### src/rtl/countdown_sequencer_if.sv
// Signal bundle between the countdown sequencer, its controller and the overlay renderer.
interface countdown_sequencer_if;
  logic       start;
  logic       abort;
  logic       frame_tick;
  logic [1:0] cd_value;
  logic       cd_active;
  logic       step_pulse;
  logic       done;
  logic       busy;

  modport master (
    output start, abort, frame_tick,
    input  cd_value, cd_active, step_pulse, done, busy
  );

  modport slave (
    input  start, abort, frame_tick,
    output cd_value, cd_active, step_pulse, done, busy
  );
endinterface

### src/rtl/countdown_sequencer.sv
// Frame-synchronous 3-2-1-GO sequencer; digits only change on frame_tick so the
// overlay never updates mid-frame.
module countdown_sequencer #(
  parameter int unsigned FRAMES_PER_STEP = 60,
  parameter int unsigned GO_FRAMES       = 60
) (
  input  logic                          clk,
  input  logic                          rst_n,
  countdown_sequencer_if.slave          cd
);

  localparam int unsigned CNT_W     = 8;
  localparam int unsigned CD_W      = 2;
  localparam logic [CNT_W-1:0] STEP_LAST = CNT_W'(FRAMES_PER_STEP - 1);
  localparam logic [CNT_W-1:0] GO_LAST   = CNT_W'(GO_FRAMES - 1);
  localparam logic [CD_W-1:0]  CD_FIRST  = CD_W'(3);

  typedef enum logic [1:0] {
    S_IDLE,
    S_ARM,
    S_COUNT,
    S_GO
  } state_t;

  state_t           r_state;
  logic [CNT_W-1:0] r_frame_cnt;
  logic [CD_W-1:0]  r_cd_value;
  logic             r_cd_active;
  logic             r_step_pulse;
  logic             r_done;
  logic             r_busy;

  state_t           w_state;
  logic [CNT_W-1:0] w_frame_cnt;
  logic [CD_W-1:0]  w_cd_value;
  logic             w_cd_active;
  logic             w_step_pulse;
  logic             w_done;
  logic             w_busy;

  // State register; all outputs are registered copies of the next-state decode.
  always_ff @(posedge clk) begin
    if (!rst_n) begin
      r_state      <= S_IDLE;
      r_frame_cnt  <= '0;
      r_cd_value   <= CD_FIRST;
      r_cd_active  <= 1'b0;
      r_step_pulse <= 1'b0;
      r_done       <= 1'b0;
      r_busy       <= 1'b0;
    end else begin
      r_state      <= w_state;
      r_frame_cnt  <= w_frame_cnt;
      r_cd_value   <= w_cd_value;
      r_cd_active  <= w_cd_active;
      r_step_pulse <= w_step_pulse;
      r_done       <= w_done;
      r_busy       <= w_busy;
    end
  end

  // Next state; abort beats frame_tick, which beats start.
  always_comb begin
    w_state      = r_state;
    w_frame_cnt  = r_frame_cnt;
    w_cd_value   = r_cd_value;
    w_step_pulse = 1'b0;
    w_done       = 1'b0;

    if (cd.abort) begin
      w_state     = S_IDLE;
      w_frame_cnt = '0;
      w_cd_value  = CD_FIRST;
    end else begin
      case (r_state)
        S_IDLE: begin
          w_frame_cnt = '0;
          w_cd_value  = CD_FIRST;
          if (cd.start) w_state = S_ARM;
        end
        S_ARM: begin
          if (cd.frame_tick) begin
            w_state     = S_COUNT;
            w_frame_cnt = '0;
            w_cd_value  = CD_FIRST;
          end
        end
        S_COUNT: begin
          if (cd.frame_tick) begin
            if (r_frame_cnt == STEP_LAST) begin
              w_frame_cnt  = '0;
              w_cd_value   = r_cd_value - CD_W'(1);
              w_step_pulse = 1'b1;
              if (r_cd_value == CD_W'(1)) w_state = S_GO;
            end else begin
              w_frame_cnt = r_frame_cnt + CNT_W'(1);
            end
          end
        end
        S_GO: begin
          if (cd.frame_tick) begin
            if (r_frame_cnt == GO_LAST) begin
              w_state     = S_IDLE;
              w_frame_cnt = '0;
              w_cd_value  = CD_FIRST;
              w_done      = 1'b1;
            end else begin
              w_frame_cnt = r_frame_cnt + CNT_W'(1);
            end
          end
        end
        default: begin
          w_state     = S_IDLE;
          w_frame_cnt = '0;
          w_cd_value  = CD_FIRST;
        end
      endcase
    end

    w_busy      = (w_state != S_IDLE);
    w_cd_active = (w_state == S_COUNT) || (w_state == S_GO);
  end

  assign cd.cd_value   = r_cd_value;
  assign cd.cd_active  = r_cd_active;
  assign cd.step_pulse = r_step_pulse;
  assign cd.done       = r_done;
  assign cd.busy       = r_busy;

endmodule

### src/flat_wrapper.sv
// flat-port wrapper written by rule: the top's interface ports become plain ports
module countdown_sequencer_flat 
#(
  parameter int unsigned FRAMES_PER_STEP = 60,
  parameter int unsigned GO_FRAMES       = 60
)
  (clk, rst_n, cd_start, cd_abort, cd_frame_tick, cd_cd_value, cd_cd_active, cd_step_pulse, cd_done, cd_busy);
  countdown_sequencer_if cd_i ();
  input  logic clk;
  input  logic rst_n;
  input wire logic [$bits(cd_i.start)-1:0] cd_start;
  input wire logic [$bits(cd_i.abort)-1:0] cd_abort;
  input wire logic [$bits(cd_i.frame_tick)-1:0] cd_frame_tick;
  output wire logic [$bits(cd_i.cd_value)-1:0] cd_cd_value;
  output wire logic [$bits(cd_i.cd_active)-1:0] cd_cd_active;
  output wire logic [$bits(cd_i.step_pulse)-1:0] cd_step_pulse;
  output wire logic [$bits(cd_i.done)-1:0] cd_done;
  output wire logic [$bits(cd_i.busy)-1:0] cd_busy;
  assign cd_i.start = cd_start;
  assign cd_i.abort = cd_abort;
  assign cd_i.frame_tick = cd_frame_tick;
  assign cd_cd_value = cd_i.cd_value;
  assign cd_cd_active = cd_i.cd_active;
  assign cd_step_pulse = cd_i.step_pulse;
  assign cd_done = cd_i.done;
  assign cd_busy = cd_i.busy;
  countdown_sequencer #(.FRAMES_PER_STEP(FRAMES_PER_STEP), .GO_FRAMES(GO_FRAMES)) u_core (.clk(clk), .rst_n(rst_n), .cd(cd_i));
endmodule
### config.mk
export PLATFORM = sky130hd
export DESIGN_NAME = countdown_sequencer_flat
export DESIGN_NICKNAME = d
export VERILOG_FILES = /design/src/rtl/countdown_sequencer_if.sv /design/src/rtl/countdown_sequencer.sv /design/src/flat_wrapper.sv
export SDC_FILE = /design/constraint.sdc
export NUM_CORES = 1
export LEC_CHECK = 0
export CORE_UTILIZATION = 24
export DETAILED_ROUTE_END_ITERATION = 7
export RECOVER_POWER = 100
export SETUP_SLACK_MARGIN = 0.15
export SLEW_MARGIN = 25
export SYNTH_ARGS = -nofsm -noshare
export SYNTH_HDL_FRONTEND = slang
export SYNTH_SLANG_ARGS = --single-unit
### constraint.sdc
create_clock -name clk -period 2.15 [get_ports clk]
set_input_delay 0.5375 -clock clk [delete_from_list [all_inputs] [get_ports clk]]
set_output_delay 0.5375 -clock clk [all_outputs]
set_load 0.01 [all_outputs]
==> flow_summary.ini, run 1 <==
[pwr]
p_leak_nw = 0.342
internal_power_uw = 385
seqPwrFrac_pct = 61.7
clkPwrFrac_pct = 30.9
p_sw_uw = 112
powerDensity_nw_per_um2 = 553
swShare_pct = 22.5
combPwrFrac_pct = 7.4
peakVddDrop_v = 0.000141

[sta]
finalClockSkew_ns = 0.00663
setup_tns_ns = 0
hold_violations = 0
setup_viol = 0
max_slew_margin_pct = 70.2
period_needed_ns = 1.87
max_freq_mhz = 535
worst_pin_slew_ns = 0.442
rsz0062_at_grt = false
setup_ws_ns = 0.281
slew_violations = 0
period_share_pct = 86.9

[grt]
grt_pass1_vias = 568
track_usage_pct = 9.72
overflow = 0
antenna_found_initial = 0
grt_first_pass_wirelength_um = 2350
grt_max_degree = 13

[placed_design]
pre_cts_ws_ns = 0.103
dp_cells = 120
io_buffers = 10
dpl.hpwl_um = 1030
gp_congestion = 0.735

[cells_and_area]
final_common_cell = dfxtp_1
most-common-layout-cells = dfxtp_1 (16), nor2_1 (9), dlygate4sd3_1 (7), nand3_1 (5), nand2_1 (5)
syn2layout_area_growth_pct = 20.1
layout.nets = 101
instances_no_fill = 123
num-fill-cells = 299
drive_above_1_share_pct = 8.70
antenna_cells = 0

[routing]
vias = 584
drc = 2
vias_per_cell = 4.75
wl_per_cell_um = 11.3
first_pass_iters = 6
detail-route-antenna-nets = 0
drt_iter0_markers = 9
drt_wl_total_um = 1400

[worst_setup_path]
cp_max_fo = 7
start_kind = register
crit_required_ns = 2.36
crit_path_end_kind = register
crit_type = reg -> reg
crit_arrival_ns = 2.08

[synthesis]
yosysTopAreaCell = dfxtp_1
synth_area_um2 = 748
yosysTopAreaCellShare_pct = 42.8
yosysWarnings = 0
postSynthAreaPerCell_um2 = 9.35
ys_ff_latch = 16
synthCells = 80
synth_cell_types = 33
syn_nets = 87
synth_area_leaders = dfxtp_1 (43%), nor2_1 (4.5%), xnor2_1 (3.5%)
yosysSeqAreaShare_pct = 42.8

[cts]
cts_setup_buffers = 0
cts.hold.buffers_added = 0
cts_tree = built
clockBufferDepth = 2
cts_resized = 0
clock_latency_ns = 0.28
cts-root-buf = clkbuf_4
clk_pin_slew_ns = 0.09
cts_made_buffers = 3
cts_max_level = 1
cts.sinks = 16

[die]
fp.dieW_um = 57.8
dieArea_um2 = 3340
die_h_um = 57.8
rows = 19
initial_core_util_pct = 26.2
core_um2 = 2850
ioPinCount = 11

[flow_run]
maxCapViolations = 0

[status]
violations = DRC
status = complete, but fails checks

[worst_hold_path]
hp-class = reg -> reg
logic make-up (layout without fill, tap and decap cells):
kind of cell	Yosys count	in the layout	synth area share [%]
buffers and inverters	4	16	2.34
xor gates and xnor gates	6	6	7.02
AOI/OAI and AO/OA	15	15	13.9
and+or+nand+nor	37	37	30.6
DFF	16	16	42.8
adders and majority gates	2	2	3.34
through the flow:
| step | hold slack (ns) | instance area, um2 | utilization, % | total power [mW] |
|---|---|---|---|---|
| floorplan | 0.449 | 748 | - | 0.334 |
| global placement | 0.477 | 885 | 31.0 | 0.352 |
| detailed placement | 0.479 | 885 | 31.0 | 0.352 |
| CTS | 0.494 | 907 | 31.8 | 0.510 |
| global route | 0.514 | 898 | 31.5 | 0.520 |
| finish | 0.492 | 898 | 31.5 | 0.497 |
path summary, 6_finish.rpt:
kind	endpoint	cells after the start	slack, ns	startpoint
worst max-delay path	u_core.cd.cd_value[1]$_SDFFE_PP1P_	5	0.28	u_core.r_frame_cnt[0]$_SDFFE_PP0P_
worst min-delay path	u_core.r_frame_cnt[1]$_SDFFE_PP0P_	2	0.49	u_core.r_frame_cnt[1]$_SDFFE_PP0P_
worst max register to register	u_core.cd.cd_value[1]$_SDFFE_PP1P_	5	0.28	u_core.r_frame_cnt[0]$_SDFFE_PP0P_
worst min register to register	u_core.r_frame_cnt[1]$_SDFFE_PP0P_	2	0.49	u_core.r_frame_cnt[1]$_SDFFE_PP0P_
synth_stat cells, drive strengths merged:
| cell | n |
|---|---|
| xnor2 | 3 |
| nand2b | 1 |
| nand3 | 5 |
| o21ai | 3 |
| xor2 | 3 |
| nor2 | 9 |
| nor4b | 2 |
| dfxtp | 16 |
| o21bai | 1 |
| nor3b | 1 |
| a21oi | 4 |
| o21ba | 1 |
| nor4 | 1 |
| and3 | 2 |
| nor2b | 2 |
| nand4 | 3 |
| buf | 2 |
| or4b | 1 |
| a211oi | 3 |
| a21o | 2 |
| nor3 | 2 |
| and3b | 1 |
| ha | 2 |
| a2bb2oi | 1 |
| nand2 | 5 |
| inv | 2 |
| nand4b | 1 |
| or4 | 1 |
layer usage:
metal	part of all wire, %	global-route usage, %	vias up	wire [um]
li1	-	-	312	-
met1	52	12.1	262	729
met3	3.3	3.13	2	46
met2	42	13.0	8	592
met4	1.9	9.18	0	27
met5	0	0	-	0
power by group through the flow:
stage,sequential (mW),clock [mW],combinational [mW]
final,0.307,0.154,0.0367
after global routing,0.308,0.172,0.0405
after CTS,0.307,0.165,0.0384
after detailed placement,0.314,0,0.0381
after global placement,0.314,0,0.0383
after floorplan,0.311,0,0.0233
registers in the layout (all words and copies together) (netlist names):
signal / cells
u_core.cd.cd_active: 1
u_core.cd.done: 1
u_core.r_state: 2
u_core.cd.busy: 1
u_core.cd.step_pulse: 1
u_core.r_frame_cnt: 8
u_core.cd.cd_value: 2
cell type report:
class	count	area, um2	area share, %
Timing Repair Buffer	11	108	12.0
Sequential cell	16	320	35.7
Tap cell	31	38.8	4.32
Inverter	2	7.51	0.836
Clock buffer	3	22.5	2.51
Multi-Input combinational cell	60	402	44.7
critical path, stage by stage, from the launching register on:
cell and delay (ns):
dfxtp_1 0.39, ha_1 0.25, or4b_1 0.54, o21ai_2 0.17, a21o_1 0.28, a2bb2oi_1 0.17
No activity file was read; power rests on OpenSTA's default activity.
==> inputs of run 2 (changes only) <==
Settings changed: ABC_CLOCK_PERIOD_IN_PS set to 2150, CTS_CLUSTER_SIZE set to 14, GPL_ROUTABILITY_DRIVEN set to 0.
==> results of run 2 <==
Same layout as run 1: the final DEF is identical, and so are final timing and power.
